$ cat config.mk
export PLATFORM = sky130hd
export DESIGN_NAME = shift_tx_sequencer_flat
export DESIGN_NICKNAME = d
export VERILOG_FILES = /design/src/rtl/shift_pkg.sv /design/src/rtl/shift_tx_sequencer_if.sv /design/src/rtl/shift_bit_counter.sv /design/src/rtl/shift_tx_sequencer.sv /design/src/flat_wrapper.sv
export SDC_FILE = /design/constraint.sdc
export NUM_CORES = 1
export LEC_CHECK = 0
export BUFFER_PORTS_ARGS = -buffer_cell sky130_fd_sc_hd__buf_2
export CORE_MARGIN = 2
export CORE_UTILIZATION = 35
export CTS_BUF_LIST = sky130_fd_sc_hd__clkbuf_4 sky130_fd_sc_hd__clkbuf_8
export CTS_CLUSTER_SIZE = 10
export DETAILED_ROUTE_END_ITERATION = 8
export GPL_TIMING_DRIVEN = 0
export PLACE_DENSITY = 0.7
export SYNTH_ARGS = -nofsm -noshare
export SYNTH_HDL_FRONTEND = slang
export SYNTH_SLANG_ARGS = --single-unit
$ cat constraint.sdc
create_clock -name clk -period 1.9 [get_ports clk]
set_input_delay 0.38 -clock clk [delete_from_list [all_inputs] [get_ports clk]]
set_output_delay 0.38 -clock clk [all_outputs]
set_load 0.02 [all_outputs]
$ cat src/rtl/shift_pkg.sv
// Shared select codes and sequencer states for the shift-register transmit path.
package shift_pkg;

    typedef enum logic [1:0] {
        SEL_HOLD = 2'b00,
        SEL_SHR  = 2'b01,
        SEL_SHL  = 2'b10,
        SEL_LOAD = 2'b11
    } sel_t;

    typedef enum logic [1:0] {
        ST_IDLE   = 2'b00,
        ST_LOAD   = 2'b01,
        ST_SHIFT  = 2'b10,
        ST_PARITY = 2'b11
    } state_t;

    function automatic sel_t shift_sel(input logic msb_first);
        return msb_first ? SEL_SHL : SEL_SHR;
    endfunction

endpackage

$ cat src/rtl/shift_tx_sequencer_if.sv
// Word-in / bit-out handshake bundle between producer, sequencer and serial consumer.
interface shift_tx_sequencer_if #(parameter int WIDTH = 4);
    logic [WIDTH-1:0] in_data;
    logic             in_msb_first;
    logic             in_valid;
    logic             in_ready;
    logic             tx_bit;
    logic             tx_valid;
    logic             tx_ready;
    logic             tx_last;

    modport master (
        input  in_data, in_msb_first, in_valid, tx_ready,
        output in_ready, tx_bit, tx_valid, tx_last
    );

    modport slave (
        output in_data, in_msb_first, in_valid, tx_ready,
        input  in_ready, tx_bit, tx_valid, tx_last
    );
endinterface

$ cat src/rtl/shift_bit_counter.sv
// Bit-position counter for a frame; saturates at WIDTH-1 and flags terminal count.
module shift_bit_counter #(
    parameter int WIDTH = 4
) (
    input  logic clk,
    input  logic clear,
    input  logic zero,
    input  logic en,
    output logic tc
);
    localparam int CW = $clog2(WIDTH);
    localparam logic [CW-1:0] LAST = CW'(WIDTH - 1);

    logic [CW-1:0] count;

    always_ff @(posedge clk or negedge clear) begin
        if (!clear) begin
            count <= '0;
        end else if (zero) begin
            count <= '0;
        end else if (en && !tc) begin
            count <= count + CW'(1);
        end
    end

    assign tc = (count == LAST);
endmodule

$ cat src/rtl/shift_tx_sequencer.sv
// Loads a parallel word into uni_shift_register and streams it out bit by bit.
// Optional even-parity trailer bit when SHIFT_TX_PARITY_EN is defined.
module shift_tx_sequencer
    import shift_pkg::*;
#(
    parameter int   WIDTH = 4,
    parameter logic FILL  = 1'b0
) (
    input  logic                  clk,
    input  logic                  clear,
    shift_tx_sequencer_if.master  bus,
    output logic [1:0]            sr_select,
    output logic [WIDTH-1:0]      sr_in,
    output logic                  sr_serial_right,
    output logic                  sr_serial_left,
    input  logic [WIDTH-1:0]      sr_out,
    output logic                  busy
);
    state_t           state;
    logic [WIDTH-1:0] word;
    logic             dir;
    logic             in_ready_q;
    logic             tx_valid_q;
    logic             busy_q;
    logic             tc;
    logic             unused_sr_out;
`ifdef SHIFT_TX_PARITY_EN
    logic             parity;
`endif

    shift_bit_counter #(.WIDTH(WIDTH)) u_cnt (
        .clk   (clk),
        .clear (clear),
        .zero  (state == ST_LOAD),
        .en    ((state == ST_SHIFT) && bus.tx_ready),
        .tc    (tc)
    );

    // Handshake flags are registered alongside the state they describe.
    always_ff @(posedge clk or negedge clear) begin
        if (!clear) begin
            state      <= ST_IDLE;
            word       <= '0;
            dir        <= 1'b0;
            in_ready_q <= 1'b0;
            tx_valid_q <= 1'b0;
            busy_q     <= 1'b0;
`ifdef SHIFT_TX_PARITY_EN
            parity     <= 1'b0;
`endif
        end else begin
            unique case (state)
                ST_IDLE: begin
                    in_ready_q <= 1'b1;
                    if (bus.in_valid && in_ready_q) begin
                        word       <= bus.in_data;
                        dir        <= bus.in_msb_first;
`ifdef SHIFT_TX_PARITY_EN
                        parity     <= ^bus.in_data;
`endif
                        in_ready_q <= 1'b0;
                        busy_q     <= 1'b1;
                        state      <= ST_LOAD;
                    end
                end
                ST_LOAD: begin
                    tx_valid_q <= 1'b1;
                    state      <= ST_SHIFT;
                end
                ST_SHIFT: begin
                    if (bus.tx_ready && tc) begin
`ifdef SHIFT_TX_PARITY_EN
                        state      <= ST_PARITY;
`else
                        tx_valid_q <= 1'b0;
                        busy_q     <= 1'b0;
                        in_ready_q <= 1'b1;
                        state      <= ST_IDLE;
`endif
                    end
                end
                ST_PARITY: begin
                    if (bus.tx_ready) begin
                        tx_valid_q <= 1'b0;
                        busy_q     <= 1'b0;
                        in_ready_q <= 1'b1;
                        state      <= ST_IDLE;
                    end
                end
                default: state <= ST_IDLE;
            endcase
        end
    end

    // Register control follows tx_ready in the same cycle so a stalled bit stays put.
    always_comb begin
        sr_select   = SEL_HOLD;
        bus.tx_bit  = 1'b0;
        bus.tx_last = 1'b0;
        unique case (state)
            ST_LOAD:  sr_select = SEL_LOAD;
            ST_SHIFT: begin
                sr_select  = bus.tx_ready ? shift_sel(dir) : SEL_HOLD;
                bus.tx_bit = dir ? sr_out[WIDTH-1] : sr_out[0];
`ifndef SHIFT_TX_PARITY_EN
                bus.tx_last = tc;
`endif
            end
`ifdef SHIFT_TX_PARITY_EN
            ST_PARITY: begin
                bus.tx_bit  = parity;
                bus.tx_last = 1'b1;
            end
`endif
            default: sr_select = SEL_HOLD;
        endcase
    end

    assign sr_in           = word;
    assign sr_serial_right = FILL;
    assign sr_serial_left  = FILL;
    assign bus.in_ready    = in_ready_q;
    assign bus.tx_valid    = tx_valid_q;
    assign busy            = busy_q;
    assign unused_sr_out   = ^{1'b0, sr_out};
endmodule

$ cat src/flat_wrapper.sv
// flat-port wrapper written by rule: the top's interface ports become plain ports
module shift_tx_sequencer_flat import shift_pkg::*;
#(
    parameter int   WIDTH = 4,
    parameter logic FILL  = 1'b0
)
  (clk, clear, sr_select, sr_in, sr_serial_right, sr_serial_left, sr_out, busy, bus_in_data, bus_in_msb_first, bus_in_valid, bus_tx_ready, bus_in_ready, bus_tx_bit, bus_tx_valid, bus_tx_last);
  shift_tx_sequencer_if #(.WIDTH(WIDTH)) bus_i ();
  input  logic clk;
  input  logic clear;
  output logic [1:0] sr_select;
  output logic [WIDTH-1:0] sr_in;
  output logic sr_serial_right;
  output logic sr_serial_left;
  input  logic [WIDTH-1:0] sr_out;
  output logic busy;
  input wire logic [$bits(bus_i.in_data)-1:0] bus_in_data;
  input wire logic [$bits(bus_i.in_msb_first)-1:0] bus_in_msb_first;
  input wire logic [$bits(bus_i.in_valid)-1:0] bus_in_valid;
  input wire logic [$bits(bus_i.tx_ready)-1:0] bus_tx_ready;
  output wire logic [$bits(bus_i.in_ready)-1:0] bus_in_ready;
  output wire logic [$bits(bus_i.tx_bit)-1:0] bus_tx_bit;
  output wire logic [$bits(bus_i.tx_valid)-1:0] bus_tx_valid;
  output wire logic [$bits(bus_i.tx_last)-1:0] bus_tx_last;
  assign bus_i.in_data = bus_in_data;
  assign bus_i.in_msb_first = bus_in_msb_first;
  assign bus_i.in_valid = bus_in_valid;
  assign bus_i.tx_ready = bus_tx_ready;
  assign bus_in_ready = bus_i.in_ready;
  assign bus_tx_bit = bus_i.tx_bit;
  assign bus_tx_valid = bus_i.tx_valid;
  assign bus_tx_last = bus_i.tx_last;
  shift_tx_sequencer #(.WIDTH(WIDTH), .FILL(FILL)) u_core (.clk(clk), .clear(clear), .bus(bus_i), .sr_select(sr_select), .sr_in(sr_in), .sr_serial_right(sr_serial_right), .sr_serial_left(sr_serial_left), .sr_out(sr_out), .busy(busy));
endmodule
## Word-level counts from Yosys, hierarchy flattened

Cells that the tools add are included.

- Add/subtract/negate cells: 1
- Multiply operators: 0
- Div/mod/pow operators: 0
- $lt $le $gt $ge: 0
- Eq/ne operators: 7
- Shifts and indexed selects: 0
- Multiplexer cells: 21
- Bitwise logic cells: 0
- Reductions and logical operators: 14

Operators by type and width:

| operator | number |
|---|---|
| 2-bit two-way mux | 7 |
| 1-bit two-way mux | 9 |
| 1-bit case mux with 3 select lines | 3 |
| 3-bit AND reduction | 3 |
| 2-bit case mux with 4 select lines | 1 |
| 2-bit equality test (second input constant) | 3 |
| 3-bit nonzero test | 2 |
| 1-bit logical AND | 4 |
| 2-bit != test (second input constant) | 2 |
| 2-bit case mux with 2 select lines | 1 |
| 4-bit AND reduction | 1 |
| 2-bit by 1-bit adder with 2-bit output (second input constant) | 1 |
| 2-bit by 1-bit equality test with 1-bit output (second input constant) | 1 |
| 2-bit logical NOT | 1 |
| 2-bit by 1-bit != test with 1-bit output (second input constant) | 1 |
| 2-bit AND reduction | 1 |
| 2-bit nonzero test | 1 |
| 1-bit logical NOT | 1 |

- Bits in registers: 12
- Bits in latches: 0
- RAM bits: 0
- Memory bits (read-only): 0
- Word-level logic and storage cells: 50
- Memories kept: 0

## Longest topological paths before layout

- Depth in word-level cells: 5
- Gate-level depth with buffers: 6
- Gate-level depth less buffers: 5

## Hierarchy

From an unflattened synthesis, not the netlist that was laid out.

- Cells, all modules: 64
- Area, all modules: 748.2 um^2

Modules (own cells, without submodules):

| module | times used | cells an instance | area each (um^2) | sequential area each (um^2) |
|---|---|---|---|---|
| shift_tx_sequencer | 1 | 54 | 624.3 | 250.2 |
| shift_bit_counter | 1 | 10 | 123.9 | 50.0 |

## Least setup slack after synthesis

OpenSTA, ideal clock, no wires.

- Path kind: register -> output
- From: register u_core.state[1]
- To: output port sr_select[1]
- Arrival: 1.250 ns
- Required time: 1.520 ns
- Slack: 0.270 ns
- Cell stages (with the launch flop): 6
- Path buffers: 1
- Cells stage by stage: dfrtp_1 inv_1 ha_1 clkbuf_1 a31oi_1 nor2b_1

- Word-level cells in the longest chain between the ends: 2

RTL lines:

| element | line | source |
|---|---|---|
| from (decl) | shift_tx_sequencer.sv:19 | `state_t state;` |
| from (signal assigned) | shift_tx_sequencer.sv:42 | `state <= ST_IDLE;` |
| from (signal assigned) | shift_tx_sequencer.sv:63 | `state <= ST_LOAD;` |
| from (signal assigned) | shift_tx_sequencer.sv:68 | `state <= ST_SHIFT;` |
| 2-bit equality test or 2-bit by 1-bit equality test with 1-bit output (tied branches) | shift_tx_sequencer.sv:100 | `unique case (state)` |
| 2-bit case mux with 2 select lines * | shift_tx_sequencer.sv:100 |  |
| to (decl) | flat_wrapper.sv:11 | `output logic [1:0] sr_select;` |

Mark *: on every way between the ends. The rest lies on a longest branch, timed or not.

## Worst setup path in the final report

- From: register u_core.state[1]
- To: output port bus_tx_last

- Word-level cells in the longest chain between the ends: 2

RTL lines:

| element | line | source |
|---|---|---|
| 2-bit equality test | shift_tx_sequencer.sv:100 |  |
| 1-bit two-way mux | shift_tx_sequencer.sv:100 |  |
| to (decl) | flat_wrapper.sv:24 | `output wire logic [$bits(bus_i.tx_last)-1:0] bus_tx_last;` |

Every way passes these cells.

==> reports/metrics.csv <==
stage,metric,value,unit
status,status,"finished, final reports clean",
floorplanning,Std-Cell Rows,16,
yosys,Ys Warns,0,
yosys,Yosys top cell area share,41.3,%
yosys,Main synth FF type,dfrtp_1,
critical_path,critical-path maximum fanout,8,
critical_path,CP Launch Type,flip-flop,
layout,post-layout util,49.6,%
grt,global route overflow,0,
critical_path,Critical Path Sink Type,output port,
cts,Worst-Skew Late Latency,0.27,ns
critical_path,WP data required,1.52,ns
sta,final hold viol count,0,
critical_path,FF-to-FF path depth,6,
cts,Clock Path Buffers,2,
yosys,largest family of logic cells by synthesized area,compound AO/OA/AOI/OAI gates,
cts,clock sink count,12,
yosys,Synth area leaders,"dfrtp_1, ha_1, mux2_2",
floorplanning,DIE AREA,2460,um^2
yosys,post-synthesis adder-cell area fraction,10.3,%
min_path,Hold Path Cell Cnt,2,
drt,via count,551,
cts,CTS H-tree depth,1,
sta,"Setup violations, final",0,
yosys,fraction of synthesized area in multiplexers,12.6,%
floorplanning,die width,49.6,um
yosys,Async SR Flop Fraction,100,%
power_and_ir_drop,VDD IR max,0.000947,V
layout,"most common cell after layout, fill and taps aside",buf_2,
power_and_ir_drop,Design Power,1.64,mW
layout,Layout area overhead,33.9,%
critical_path,Worst Path Arrival,1.43,ns
critical_path,flop2flop setup slack,0.23,ns
drt,DRT iter0 DRCs,2,
drt,Wirelength per Cell,11.3,um
sta,crit path time final,1.81,ns
yosys,"EDFF count, synth",0,
cts,clock slew at reported path FFs,0.08,ns
drt,antenna-violating nets left,0,
place,Final Wtd Congestion,0.645,
sta,Tcrit/Tclk final,95.5,%
critical_path,FF-to-FF Start,u_core.state[1]$_DFFE_PN0P_,
layout,number of antenna cells inserted,0,
place,pre-CTS worst setup slack,0.208,ns
sta,fin. max-slew vios,0,
yosys,sequential area share after synthesis,41.3,%
cts,CTS tree,built,
sta,slack of the critical path,0.0863,ns
place,Post-DP HPWL,1.00,mm
yosys,Mean Syn Cell Area,11.7,um^2
drt,Post-route DRC,0,
yosys,Yosys reg bits,12,
layout,most frequent cells in the layout,"buf_2, dfrtp_1, buf_4",
yosys,synthesized cell area,727,um^2
grt,largest net degree at the start of global routing,13,
critical_path,CP Launch Point,u_core.state[1]$_DFFE_PN0P_,
sta,clk_skew,0.00298,ns
floorplanning,# IOs,26,
yosys,Synth Area in Compound Gates,15.5,%
critical_path,critical path class,reg2out,
drt,vias per inst,4.63,
grt,vias in the first global route,521,
cts,Root Buffer,clkbuf_4,
power_and_ir_drop,Leakage,0.474,nW
place,Placed Area,870,um^2
layout,fill count,193,
place,port buffer count,21,
layout,layout cells sized above 1,52.2,%
yosys,Synth Instances,62,
sta,TNS Setup,0,ns
drt,Post-Route WL,1.34,mm
cts,cts bufs inserted,3,
layout,final instance area,973,um^2
sta,fmax,0.551,GHz
yosys,Synth cell types,30,
grt,antenna violations before repair,0,
grt,GRT Overall Usage,12.4,%
critical_path,reg2reg end,u_core.state[1]$_DFFE_PN0P_,
drt,router iterations before antenna repair,3,
yosys,XOR/XNOR share of the synthesized area,1.20,%
min_path,Hold Path Class,in2reg,
power_and_ir_drop,PwrDens,1680,nW/um^2
critical_path,worst setup path endpoint,bus_tx_last,
grt,global-route wire length before repair,2.33,mm
floorplanning,Core Region,1960,um^2
floorplanning,initial core utilization,37.1,%
layout,nets,112,
yosys,cell taking the most area after synthesis,dfrtp_1,
floorplanning,Die Span Y,49.6,um
flow_run,# Max-Cap Violations,0,
yosys,Post-Synth Simple-Gate Area,13.9,%
[cell families (layout without fill, tap and decap cells)]
group,Yosys count,count (layout)
AND/OR/NAND/NOR,17,17
flip-flops,12,12
AO/OA/AOI/OAI,11,11
multiplexers,8,8
adder cells (fa/ha/maj),6,6
buffers and inverters,6,35
other,1,2
XOR/XNOR,1,1
[routing by layer]
layer,wire (um),vias up,track usage (%)
met5,0,-,0
met4,29,0,6.94
met3,60,4,1.82
met2,628,18,18.7
met1,623,254,17.0
li1,-,275,-
[registers in the layout (all words and copies together), names as in the netlist]
name	count
u_core.u_cnt.count	2
u_core.dir	1
u_core.state	2
u_core.bus.tx_valid	1
u_core.bus.in_ready	1
u_core.sr_in	4
u_core.busy	1
[how the worst min path moves through the flow]
stage / from / end / slack [ns]
after floorplan: clear / u_core.bus.in_ready$_DFFE_PN0P_ / 0.08
after global placement: clear / u_core.sr_in[2]$_DFFE_PN0P_ / 0.27
after detailed placement: clear / u_core.sr_in[3]$_DFFE_PN0P_ / 0.27
after CTS: bus_in_data[1] / u_core.sr_in[1]$_DFFE_PN0P_ / 0.33
after global routing: bus_in_data[2] / u_core.sr_in[2]$_DFFE_PN0P_ / 0.33
final: bus_in_msb_first / u_core.dir$_DFFE_PN0P_ / 0.33
[synth_stat cells (2+ instances only)]
cell type	n
inv_1	2
nor2_1	4
a21boi_4	2
buf_4	3
nand2_1	3
mux2i_1	2
dfrtp_1	12
ha_1	6
mux2_2	5
nor2b_1	3
[power breakdown]
group	leakage (nW)	switching, mW	total [mW]	internal (mW)
clock	0.0210	0.0867	0.203	0.117
sequential	0.143	0.0988	0.480	0.381
combinational	0.311	0.468	0.955	0.487
total	0.474	0.654	1.64	0.984
[area by class of cell]
type / instances / area [um^2] / share of cell area (%)
plain buffers: 3 / 26.3 / 2.70
clock buffers: 4 / 36.3 / 3.73
repair buffers: 26 / 154 / 15.8
inverters: 2 / 7.51 / 0.771
multi-input cells: 45 / 414 / 42.5
well taps: 27 / 33.8 / 3.47
flip-flops and latches: 12 / 302 / 31.0
[stage by stage]
| step | cells | hold slack [ns] |
|---|---|---|
| after floorplan | 63 | 0.0844 |
| after global placement | 111 | 0.270 |
| after detailed placement | 111 | 0.271 |
| after CTS | 116 | 0.326 |
| after global routing | 119 | 0.334 |
| final | 119 | 0.332 |
[timing repair]
| action | 4_1_cts | 5_1_grt |
|---|---|---|
| pin swaps | 0 | 3 |
| endpoints found under the setup margin | 2 | 2 |
| hold buffers | 1 | 0 |
| cloned | 0 | 0 |
| gates resized for setup | 1 | 9 |
| setup buffers | 1 | 3 |
| hold endpoints to repair | 12 | 0 |
[critical path: stages (launching register included)]
cell	delay, ns
dfrtp_2	0.45
ha_4	0.17
buf_6	0.11
buf_4	0.15
and2_1	0.13
buf_2	0.15
(Power assumes the default switching activity.)
